`config.mk`:
```
export PLATFORM = sky130hd
export DESIGN_NAME = uart_rcv
export DESIGN_NICKNAME = d
export VERILOG_FILES = /design/src/rtl/uart_rcv.sv
export SDC_FILE = /design/constraint.sdc
export NUM_CORES = 1
export LEC_CHECK = 0
export ABC_AREA = 1
export CAP_MARGIN = 25
export CELL_PAD_IN_SITES_DETAIL_PLACEMENT = 0
export CELL_PAD_IN_SITES_GLOBAL_PLACEMENT = 1
export CORE_MARGIN = 1
export CORE_UTILIZATION = 41
export CTS_CLUSTER_SIZE = 40
export DETAILED_ROUTE_END_ITERATION = 12
export PLACE_DENSITY_LB_ADDON = 0.08
export SYNTH_ARGS = -nofsm -noshare
export SYNTH_HDL_FRONTEND = slang
export SYNTH_SLANG_ARGS = --single-unit
```
`constraint.sdc`:
```
create_clock -name clk -period 1.85 [get_ports clk]
set_clock_uncertainty 0.2 [all_clocks]
set_input_delay 0.37 -clock clk [delete_from_list [all_inputs] [get_ports clk]]
set_output_delay 0.37 -clock clk [all_outputs]
set_load 0.1 [all_outputs]
```
`src/rtl/uart_rcv.sv`:
```
// uart_rcv -- 8N1 serial receiver, LSB first, oversampled by a free clock.
//
// One bit period is BAUD_CNT clocks (even, at least 4). After a falling edge
// on the synchronised line the receiver samples at the middle of the start
// bit, then once per bit period for the eight data bits and the stop bit. It
// returns to idle at mid-stop, so a start edge that follows the stop bit
// directly is still caught.
//
// Ports
//   clk      in   sole clock, rising edge
//   rst      in   synchronous, active-high reset
//   RX       in   asynchronous serial line, idle high
//   clr_rdy  in   consumer acknowledge: clears rdy, frm_err and ovr_err
//   rx_data  out  last received byte (changes only when a byte completes)
//   rdy      out  a new byte is available; sticky until clr_rdy
//   frm_err  out  the stop bit of the last byte was sampled low
//   ovr_err  out  a byte completed while rdy was still set
module uart_rcv #(
  parameter int BAUD_CNT = 868
) (
  input  logic       clk,
  input  logic       rst,
  input  logic       RX,
  input  logic       clr_rdy,
  output logic [7:0] rx_data,
  output logic       rdy,
  output logic       frm_err,
  output logic       ovr_err
);

  localparam int CNT_W = $clog2(BAUD_CNT);
  localparam logic [CNT_W-1:0] HALF_M1 = CNT_W'(BAUD_CNT / 2 - 1);
  localparam logic [CNT_W-1:0] FULL_M1 = CNT_W'(BAUD_CNT - 1);
  localparam logic [CNT_W-1:0] CNT_ONE = CNT_W'(1);

  typedef enum logic {
    IDLE = 1'b0,
    RCV  = 1'b1
  } state_t;

  logic             rx_p0;
  logic             rx_sync;
  state_t           state;
  logic [CNT_W-1:0] baud_cnt;
  logic [3:0]       bit_idx;
  logic [7:0]       shift_reg;

  // Stage p0 -> sync: two-flop synchroniser, resets to the idle level
  always_ff @(posedge clk) begin
    if (rst) begin
      rx_p0   <= 1'b1;
      rx_sync <= 1'b1;
    end else begin
      rx_p0   <= RX;
      rx_sync <= rx_p0;
    end
  end

  // Stage sync -> frame: bit timing, data shift and output flags
  always_ff @(posedge clk) begin
    if (rst) begin
      state     <= IDLE;
      baud_cnt  <= '0;
      bit_idx   <= '0;
      shift_reg <= '0;
      rx_data   <= '0;
      rdy       <= 1'b0;
      frm_err   <= 1'b0;
      ovr_err   <= 1'b0;
    end else begin
      // Acknowledge first; a byte completing on the same edge overrides below.
      if (clr_rdy) begin
        rdy     <= 1'b0;
        frm_err <= 1'b0;
        ovr_err <= 1'b0;
      end

      case (state)
        IDLE: begin
          if (!rx_sync) begin
            state    <= RCV;
            baud_cnt <= HALF_M1;
            bit_idx  <= '0;
          end
        end

        RCV: begin
          if (baud_cnt == '0) begin
            baud_cnt <= FULL_M1;
            bit_idx  <= bit_idx + 4'd1;
            if (bit_idx == 4'd0) begin
              // Line back high at mid-start: a glitch, not a frame.
              if (rx_sync) state <= IDLE;
            end else if (bit_idx == 4'd9) begin
              state   <= IDLE;
              rx_data <= shift_reg;
              rdy     <= 1'b1;
              frm_err <= ~rx_sync;
              // An acknowledge on the completion edge consumes the old byte,
              // so this one is not an overrun.
              ovr_err <= ~clr_rdy & (ovr_err | rdy);
            end else begin
              shift_reg <= {rx_sync, shift_reg[7:1]};
            end
          end else begin
            baud_cnt <= baud_cnt - CNT_ONE;
          end
        end

        default: state <= IDLE;
      endcase
    end
  end

endmodule

```
==> flow_summary.rst, run 1 <==
.. list-table::
   :header-rows: 1

   * - Metric
     - Value
   * - Reg2Reg Depth
     - 7
   * - Count of buffers from port buffering
     - 14
   * - CP Data Arrival Time
     - 1.68 ns
   * - Clock insertion delay at the later pin of the skew report
     - between 0.2 and 0.3 ns
   * - Final Max Tran Viols
     - 0
   * - Via Count
     - roughly 1,500
   * - Largest register FFs
     - 10
   * - Critical Path Source Type
     - flip-flop
   * - Post-CTS resize count
     - 0
   * - First-pass GRT wire length
     - 5.80 mm
   * - Fraction of synthesized cell area taken by the top area cell type
     - 40.9%
   * - Reg clk slew, reported paths
     - 0.07 ns
   * - Clock sinks
     - 36
   * - Antenna violations before repair
     - 0
   * - Synthesized area per cell
     - 6.95 um2
   * - Worst path cell trace
     - inv_1 -> ha_2 -> nand3_2 -> nor2_4 -> nand3_2 -> nor2_1 -> nor2_1
   * - Post-CTS setup buffer count
     - 0
   * - Flops & latches, synth
     - 36
   * - Setup crit end kind
     - flip-flop
   * - Cell type contributing the most total cell area after synthesis
     - sky130_fd_sc_hd__dfxtp_1
   * - Height of the die
     - roughly 68 um
   * - Final WS setup
     - approximately 0.15 ns
   * - Achievable frequency
     - 0.590 GHz
   * - RSZ-0062 raised after global routing
     - false
   * - FF-to-FF setup slack
     - between 0.15 and 0.2 ns
   * - Unique cell type count in the Yosys netlist
     - 25
   * - Detail-routed net length per standard cell
     - 10.7 um
   * - Drt drc
     - 0
   * - Share of flip-flops with an asynchronous set or reset after synthesis
     - 0%
   * - Total gr overflow
     - 0
   * - Pin count of the biggest net entering global routing
     - 20
   * - Highest cell delay on the worst timing path
     - 0.31 ns
   * - Clock tree root buffer cell
     - sky130_fd_sc_hd__clkbuf_8
   * - Detailed router's first-iteration violation count
     - 73
   * - Number of nets in the synthesized netlist
     - 262
   * - Leakage dissipation
     - 1.09 nW
   * - Hold Path Sink
     - rx_sync
   * - Final Hold Slack
     - 0.213 ns
   * - Post-placement cell count
     - 317
   * - Transition time at the pin with the least slew margin
     - 0.338 ns
   * - Final Hold Viols
     - 0
   * - Initial Util
     - between 40% and 50%
   * - Launching point of the worst reg2reg path
     - baud_cnt[0]
   * - Global Route Usage Sum
     - 17.4%
   * - Die boundary width
     - 67.6 um
   * - Setup crit start
     - baud_cnt[0]
   * - Outcome
     - complete, no violations
   * - Fraction of final layout cells sized beyond drive strength 1
     - between 10% and 20%
   * - Tightest slew margin relative to the limit
     - 77.5%
   * - Buffers from clock root to sink, at most
     - 2
   * - Drt total wl
     - 3.50 mm
   * - DRT Pass-1 Iters
     - 4
   * - Core area
     - 4060 um2
   * - Dpl hpwl
     - 2.45 mm
   * - CP delay by family, top
     - simple AND/OR/NAND/NOR gates
   * - Cell with the largest stage delay on the worst path
     - sky130_fd_sc_hd__dfxtp_1
   * - Top fanout value on the critical path
     - 9
   * - Via count of the first global-routing pass
     - 1,264
   * - Crit path buf inv count
     - 1
   * - Final cell utilization of the core
     - 54.4%
   * - Cell types with the largest area share after synthesis
     - sky130_fd_sc_hd__dfxtp_1, sky130_fd_sc_hd__nand2_1, sky130_fd_sc_hd__nor2_1
   * - Detail Route Antenna Nets
     - 0
   * - Critical R2R Capture
     - rx_data[2]
   * - IR Drop Worst-Case VDD
     - 0.356 mV
   * - Setup violation total in the final timing report
     - 0
   * - Required time at the worst-slack endpoint
     - between 1.5 and 2 ns
   * - Area of the mapped netlist
     - 1760 um2
   * - Number of maximum-capacitance constraint violations
     - 0
   * - Crit path kind
     - reg -> reg
   * - Prevailing post-synth register cell
     - sky130_fd_sc_hd__dfxtp_1
   * - Stages on the worst setup path
     - 7
   * - Non-filler cells, final
     - 326
   * - Number of top-level pins
     - 15
   * - Instance count of the mapped netlist
     - 254
   * - Post-synth EDFFs
     - 0
   * - Pre-CTS setup slack
     - 0.0869 ns
   * - Number of levels the H-tree was split into
     - 2
   * - # hold bufs at CTS
     - 0
   * - Rows
     - 23
   * - Global placer's final weighted congestion
     - 0.796
   * - Worst hold path depth
     - 1
   * - Register area share after synthesis
     - 40.9%
   * - Setup TNS
     - 0 ns
   * - Worst hold start
     - rx_p0
   * - Final critical path time including I/O delays and setup
     - about 1.7 ns
   * - Number of buffers added by the clock tree synthesis step
     - 5
   * - Library cell with the highest instance count after synthesis
     - sky130_fd_sc_hd__nand2_1
   * - Post-synthesis to final-layout area growth
     - 25.1%
   * - Full die area
     - 4570 um2
   * - Clock tree from TritonCTS
     - built
   * - Class of the tightest hold or removal check
     - reg -> reg
   * - Vias per cell
     - 4.46
   * - Number of nets at the end of the flow
     - 283
   * - Antenna fix cells
     - 0
   * - Ys Warns
     - 0
   * - Final Cycle Share
     - 91.7%
   * - Total power divided by cell area
     - 796 nW/um2
   * - Commonest cells post-synth
     - sky130_fd_sc_hd__nand2_1, sky130_fd_sc_hd__nor2_1, sky130_fd_sc_hd__inv_1
## stage by stage
stage	total power, mW	area [um2]
after floorplan	1.03	1760
after global placement	1.09	2090
after detailed placement	1.09	2090
after CTS	1.78	2190
after global routing	1.84	2210
final	1.76	2210
## power breakdown
part	internal [mW]	total, mW	leakage, nW	switching, mW
Sequential	0.799	0.826	0.292	0.0277
Combinational	0.0924	0.252	0.748	0.160
Clock	0.400	0.678	0.0552	0.279
Total	1.29	1.76	1.09	0.466
## per-layer routing
layer	GRT usage, %	vias up	part of all wire, %
met5	0	-	0
met4	7.98	0	2.0
met3	5.07	6	4.3
met2	24.3	23	41
met1	24.3	610	53
li1	-	814	-
## worst max path at each step
stage                  end  slack [ns]
6_report        rx_data[2]        0.15
5_1_grt        baud_cnt[1]        0.02
4_1_cts            frm_err        0.08
3_5_place_dp       frm_err        0.09
3_3_place_gp       frm_err        0.10
2_1_floorplan      ovr_err        0.25
## area by class of cell
| class | count | area (um2) |
|---|---|---|
| fill | 417 | 1850 |
| timing repair buffer | 19 | 300 |
| sequential | 36 | 721 |
| multi-input combinational | 174 | 870 |
| inverter | 39 | 146 |
| clock inverter | 2 | 35.0 |
| clock buffer | 6 | 72.6 |
| tap | 50 | 62.6 |
## layout by cell type, fill, tap and decap left out
cell type and n:
sky130_fd_sc_hd__nand2_1 62, sky130_fd_sc_hd__nor2_1 49, sky130_fd_sc_hd__inv_1 39, sky130_fd_sc_hd__dfxtp_1 36, sky130_fd_sc_hd__a21oi_1 14, sky130_fd_sc_hd__nand3_1 13, sky130_fd_sc_hd__buf_12 12, sky130_fd_sc_hd__o21ai_0 9
sky130_fd_sc_hd__clkbuf_8 5, sky130_fd_sc_hd__buf_4 4, sky130_fd_sc_hd__nor2_2 3, sky130_fd_sc_hd__xor2_1 3, sky130_fd_sc_hd__ha_1 3, sky130_fd_sc_hd__clkdlybuf4s50_1 3, sky130_fd_sc_hd__nor2_4 2, sky130_fd_sc_hd__nand3_2 2
sky130_fd_sc_hd__xnor2_1 2, sky130_fd_sc_hd__nand4_1 2, sky130_fd_sc_hd__or2_2 2, sky130_fd_sc_hd__nand4_4 1, sky130_fd_sc_hd__nor2_8 1, sky130_fd_sc_hd__nand2_4 1, sky130_fd_sc_hd__nand3_4 1, sky130_fd_sc_hd__nand2_2 1
sky130_fd_sc_hd__or2_0 1, sky130_fd_sc_hd__o21bai_1 1, sky130_fd_sc_hd__ha_2 1, sky130_fd_sc_hd__clkinv_2 1, sky130_fd_sc_hd__bufinv_16 1, sky130_fd_sc_hd__clkbuf_1 1
## worst register-to-register path: stages, from the launching register on
cell and delay [ns]:
sky130_fd_sc_hd__dfxtp_1 0.31, sky130_fd_sc_hd__inv_1 0.10, sky130_fd_sc_hd__ha_2 0.26, sky130_fd_sc_hd__nand3_2 0.11, sky130_fd_sc_hd__nor2_4 0.17, sky130_fd_sc_hd__nand3_2 0.24
sky130_fd_sc_hd__nor2_1 0.15, sky130_fd_sc_hd__nor2_1 0.05
## kinds of logic after synthesis
group	share of synthesized area [%]
compound gates	6.95
simple gates	36.3
buf+inv	10.6
xor+xnor	2.48
flops	40.9
fa+ha+maj	2.84
Note: power is estimated with default switching activity, not from simulation.
==> run 2: changes to the inputs <==
- PLACE_DENSITY: unset -> 0.76
- PLACE_DENSITY_LB_ADDON: 0.08 -> unset
==> run 2 against run 1 <==
  * Die area did not move
  * First-iteration DRC count is 34% higher
  * Sequential cell count is the same
  * Critical path depth grew 1
  * Final area decreased by 1.9%
  * Count of clock-buffer cells in the layout rose by 2
  * Wire length is 3.1% lower
  * Largest cell class unchanged
==> flow_summary.rst, run 2 (synthesis gave the netlist of run 1 again) <==
.. list-table::
   :header-rows: 1

   * - Metric
     - Value
   * - Reg2Reg Depth
     - 8
   * - Launching point of the worst reg2reg path
     - baud_cnt[0]
   * - Crit path kind
     - reg -> reg
   * - Rows
     - 23
   * - Global placer's final weighted congestion
     - 0.807
   * - Height of the die
     - around 68 um
   * - Setup crit end kind
     - flip-flop
   * - Detail-routed net length per standard cell
     - 10.5 um
   * - Clock tree from TritonCTS
     - built
   * - Setup violation total in the final timing report
     - 0
   * - Pin count of the biggest net entering global routing
     - 20
   * - Core area
     - 4060 um2
   * - Drt total wl
     - 3.39 mm
   * - Transition time at the pin with the least slew margin
     - between 0.3 and 0.4 ns
   * - CP delay by family, top
     - simple AND/OR/NAND/NOR gates
   * - Buffers from clock root to sink, at most
     - 2
   * - Via Count
     - between 1,000 and 1,500
   * - Initial Util
     - 43.5%
   * - IR Drop Worst-Case VDD
     - about 0.43 mV
   * - Post-synthesis to final-layout area growth
     - 22.7%
   * - First-pass GRT wire length
     - 5.60 mm
   * - Post-layout power
     - 1.64 mW
   * - Drt drc
     - 0
   * - Leakage dissipation
     - approximately 1.1 nW
   * - Total gr overflow
     - 0
   * - Final Hold Viols
     - 0
   * - Detail Route Antenna Nets
     - 0
   * - Final Hold Slack
     - 0.226 ns
   * - Dpl hpwl
     - between 2 and 2.5 mm
   * - Final WS setup
     - ~0.13 ns
   * - Outcome
     - complete, no violations
   * - Critical R2R Capture
     - baud_cnt[5]
   * - Vias per cell
     - ~4.6
   * - DRT Pass-1 Iters
     - 4
   * - Reg clk slew, reported paths
     - 0.07 ns
   * - Clock tree root buffer cell
     - sky130_fd_sc_hd__clkbuf_8
   * - Achievable frequency
     - 0.583 GHz
   * - Number of top-level pins
     - 15
   * - Highest cell delay on the worst timing path
     - just over 0.3 ns
   * - Full die area
     - 4570 um2
   * - Worst path cell trace
     - inv_1 -> ha_2 -> nand2_1 -> nor2_2 -> nand2_1 -> nand2_1 -> nor2_1 -> nor2_1
   * - Fraction of final layout cells sized beyond drive strength 1
     - 13.1%
   * - Antenna violations before repair
     - 0
   * - Number of nets at the end of the flow
     - 281
   * - Filler Cells Inserted
     - 395
   * - Setup TNS
     - 0 ns
   * - Tightest slew margin relative to the limit
     - 76.6%
   * - Clock insertion delay at the later pin of the skew report
     - 0.28 ns
   * - End of the critical path
     - baud_cnt[5]
   * - Most used cells in the layout excluding fill and tap cells
     - sky130_fd_sc_hd__nand2_1, sky130_fd_sc_hd__nor2_1, sky130_fd_sc_hd__inv_1, sky130_fd_sc_hd__dfxtp_1, sky130_fd_sc_hd__a21oi_1
   * - Antenna fix cells
     - 0
   * - # hold bufs at CTS
     - 0
   * - Largest register FFs
     - 10
   * - Via count of the first global-routing pass
     - 1,248
   * - Top fanout value on the critical path
     - 5
   * - Class of the tightest hold or removal check
     - reg -> reg
   * - Layout Cell Area excl Fill
     - 2160 um2
   * - Area of all sequential standard cells
     - just over 700 um2
   * - Most common cell after layout, fill and taps aside
     - sky130_fd_sc_hd__nand2_1
   * - Clock sinks
     - 36
   * - CP Data Arrival Time
     - 1.74 ns
   * - Pre-CTS setup slack
     - 0.0923 ns
   * - Number of levels the H-tree was split into
     - 2
   * - FF-to-FF setup slack
     - 0.13 ns
   * - Detailed router's first-iteration violation count
     - approximately 100
   * - Cell Area, Placed
     - 2070 um2
   * - Number of maximum-capacitance constraint violations
     - 0
   * - Number of buffers added by the clock tree synthesis step
     - 5
   * - Crit path buf inv count
     - 1
   * - Die boundary width
     - 67.6 um
   * - Cell seen most often among critical-path stages
     - sky130_fd_sc_hd__nand2_1
   * - Final Max Tran Viols
     - 0
   * - Stages on the worst setup path
     - 8
   * - Setup crit start
     - baud_cnt[0]
   * - Count of buffers from port buffering
     - 14
   * - Cell with the largest stage delay on the worst path
     - sky130_fd_sc_hd__dfxtp_1
   * - Total power divided by cell area
     - 757 nW/um2
   * - Multi-input combinational cell area
     - approximately 860 um2
   * - Required time at the worst-slack endpoint
     - 1.88 ns
   * - Critical Path Source Type
     - flip-flop
   * - Global Route Usage Sum
     - 16.9%
   * - Final critical path time including I/O delays and setup
     - about 1.7 ns
   * - Final Cycle Share
     - between 90% and 100%
## run 2: final cells by class
type,instances,share of cell area [%]
timing repair buffer,18,12.9
tap,50,2.89
inverter,39,6.76
multi-input combinational,173,39.9
clock buffer,8,4.16
sequential,36,33.3
## run 2: how the worst min path moves through the flow
stage | startpoint | endpoint | slack [ns] | cells past startpoint
2_1_floorplan | rx_p0 | rx_sync | 0.19 | 1
3_3_place_gp | rx_p0 | rx_sync | 0.19 | 1
3_5_place_dp | rx_p0 | rx_sync | 0.22 | 1
4_1_cts | rx_p0 | rx_sync | 0.23 | 1
5_1_grt | rx_p0 | rx_sync | 0.26 | 1
6_report | rx_p0 | rx_sync | 0.23 | 1
## run 2: stage by stage
| stage | std cells | util (%) |
|---|---|---|
| finish | 324 | 53.3 |
| global route | 324 | 53.3 |
| CTS | 324 | 53.2 |
| detailed placement | 316 | 50.9 |
| global placement | 316 | 50.9 |
| floorplan | 254 | - |
## run 2: what timing repair did
action,4_1_cts,5_1_grt
endpoints found under the setup margin,0,15
gates resized for setup,0,2
buffers inserted,0,0
## run 2: where the power goes
part | internal (mW) | switching [mW]
combinational | 0.0881 | 0.157
clock | 0.304 | 0.263
sequential | 0.799 | 0.0279
total | 1.19 | 0.447
## run 2: layer usage
metal  GRT usage [%]  wire [um]  vias up
met1            22.9       1750      648
met3            5.57        156        6
met2            24.6       1430       32
li1                -          -      808
met5               0          0        -
met4            5.85         57        0
==> run 3: changes to the inputs <==
- GPL_TIMING_DRIVEN: unset -> 0
==> run 3 against run 2 <==
  * Global-route usage rose by 1.0 points
  * Clock power rose by 21%
  * Setup slack got worse by 0.029 ns
  * Non-clock buffer count rose by 2
==> flow_summary.rst, run 3 (synthesis gave the netlist of run 1 again) <==
.. list-table::
   :header-rows: 1

   * - Metric
     - Value
   * - Final critical path time including I/O delays and setup
     - between 1.5 and 2 ns
   * - CP Data Arrival Time
     - 1.17 ns
   * - Post-layout power
     - 1.76 mW
   * - Class of the tightest hold or removal check
     - reg -> reg
   * - Filler Cells Inserted
     - roughly 430
   * - Height of the die
     - 67.6 um
   * - Crit path buf inv count
     - 1
   * - Fraction of final layout cells sized beyond drive strength 1
     - roughly an eighth
   * - Setup crit end kind
     - primary output
   * - Setup violation total in the final timing report
     - 0
   * - Critical Path Source Type
     - flip-flop
   * - Final Cycle Share
     - 94.3%
   * - Top fanout value on the critical path
     - 2
   * - Vias per cell
     - 4.49
   * - RSZ-0062 raised after global routing
     - false
   * - Post-placement cell count
     - 318
   * - Largest register FFs
     - 10
   * - CP delay by family, top
     - buffers and inverters
   * - Detail-routed net length per standard cell
     - 10.7 um
   * - Final Hold Viols
     - 0
   * - Detail Route Antenna Nets
     - 0
   * - Count of buffers from port buffering
     - 14
   * - Reg clk slew, reported paths
     - 0.08 ns
   * - Final Max Tran Viols
     - 0
   * - Final cell utilization of the core
     - 51.8%
   * - Worst path cell trace
     - clkdlybuf4s15_2
   * - First-pass GRT wire length
     - 5.95 mm
   * - Detailed router's first-iteration violation count
     - 89
   * - Total power divided by cell area
     - approximately 840 nW/um2
   * - Achievable frequency
     - 0.573 GHz
   * - Die boundary width
     - roughly 68 um
   * - IR Drop Worst-Case VDD
     - 0.493 mV
   * - Multi-input combinational cell area
     - 870 um2
   * - Outcome
     - complete, no violations
   * - Tightest slew margin relative to the limit
     - 63.9%
   * - Clock sinks
     - 36
   * - Transition time at the pin with the least slew margin
     - 0.544 ns
   * - Highest cell delay on the worst timing path
     - 0.55 ns
   * - Leakage dissipation
     - 1.04 nW
   * - Number of maximum-capacitance constraint violations
     - 0
   * - Via count of the first global-routing pass
     - 1,276
   * - Required time at the worst-slack endpoint
     - between 1 and 1.5 ns
   * - Antenna fix cells
     - 0
   * - Number of nets at the end of the flow
     - 283
   * - Drt drc
     - 0
   * - Dpl hpwl
     - roughly 2.4 mm
   * - Number of top-level pins
     - 15
   * - Full die area
     - 4570 um2
   * - Number of buffers added by the clock tree synthesis step
     - 5
   * - Crit path kind
     - reg -> out
   * - Global Route Usage Sum
     - 17.9%
   * - Number of levels the H-tree was split into
     - 2
   * - Initial Util
     - 43.5%
   * - FF-to-FF setup slack
     - about 0.17 ns
   * - Rows
     - 23
   * - Buffers from clock root to sink, at most
     - 2
   * - Via Count
     - 1,464
   * - # hold bufs at CTS
     - 0
   * - DRT Pass-1 Iters
     - 4
   * - Final Hold Slack
     - between 0.2 and 0.25 ns
   * - Most common cell after layout, fill and taps aside
     - sky130_fd_sc_hd__nand2_1
   * - Antenna violations before repair
     - 0
   * - Core area
     - 4060 um2
   * - Global placer's final weighted congestion
     - 0.820
   * - Area of all sequential standard cells
     - 721 um2
   * - Clock tree from TritonCTS
     - built
   * - Post-synthesis to final-layout area growth
     - 19.1%
   * - Drt total wl
     - 3.48 mm
   * - Clock tree root buffer cell
     - sky130_fd_sc_hd__clkbuf_8
   * - Most used cells in the layout excluding fill and tap cells
     - sky130_fd_sc_hd__nand2_1, sky130_fd_sc_hd__nor2_1, sky130_fd_sc_hd__inv_1, sky130_fd_sc_hd__dfxtp_1, sky130_fd_sc_hd__a21oi_1
   * - Non-filler cells, final
     - 326
   * - Cell with the largest stage delay on the worst path
     - sky130_fd_sc_hd__clkdlybuf4s15_2
   * - Total gr overflow
     - 0
   * - Clock insertion delay at the later pin of the skew report
     - 0.28 ns
   * - Pin count of the biggest net entering global routing
     - 12
-- run 3: cell types whose count changed in the layout (fill, tap and decap cells not counted), sizes merged --
cell | before | now
buf | 15 | 4
bufinv | 0 | 1
clkdlybuf4s15 | 0 | 11
clkinv | 0 | 1
-- run 3: report_power, final --
| part | leakage (nW) | internal (mW) | switching (mW) | total, mW |
|---|---|---|---|---|
| Sequential | 0.292 | 0.799 | 0.0273 | 0.826 |
| Clock | 0.0552 | 0.400 | 0.285 | 0.685 |
| Combinational | 0.696 | 0.0875 | 0.158 | 0.245 |
| Total | 1.04 | 1.29 | 0.470 | 1.76 |
-- run 3: worst paths after layout --
check | to | cells past startpoint | start
worst max register to register | rx_data[0] | 8 | baud_cnt[0]
worst min register to register | rx_sync | 1 | rx_p0
worst min-delay path | rx_sync | 1 | rx_p0
worst max-delay path | rx_data[4] | 1 | rx_data[4]
-- run 3: what timing repair did --
action,CTS,global route
endpoints found under the hold margin,0,0
setup endpoints to repair,11,28
gates resized for setup,33,2
setup buffers,0,0
pin swaps,0,0
-- run 3: area by class of cell --
type                       count  area share (%)
inverter                      39            6.97
clock inverter                 2            1.67
tap                           50            2.98
buffer                         6            1.91
clock buffer                   6            3.45
sequential                    36            34.3
multi-input combinational    173            41.4
timing repair buffer          14            7.33
-- run 3: metrics by stage --
step           setup TNS (ns)  setup slack, ns  instance area [um2]
2_1_floorplan               0            0.254                 1760
5_1_grt                     0           0.0335                 2100
4_1_cts                     0           0.0471                 2090
3_5_place_dp            -2.08           -0.165                 1970
3_3_place_gp            -2.02           -0.167                 1970
6_report                    0            0.105                 2100
-- run 3: routing by layer --
metal	track usage (%)	part of all wire, %	up-vias
met3	5.57	3.2	2
met2	24.4	40	20
met1	25.9	56	629
met4	6.38	0.72	0
met5	0	0	-
li1	-	-	813
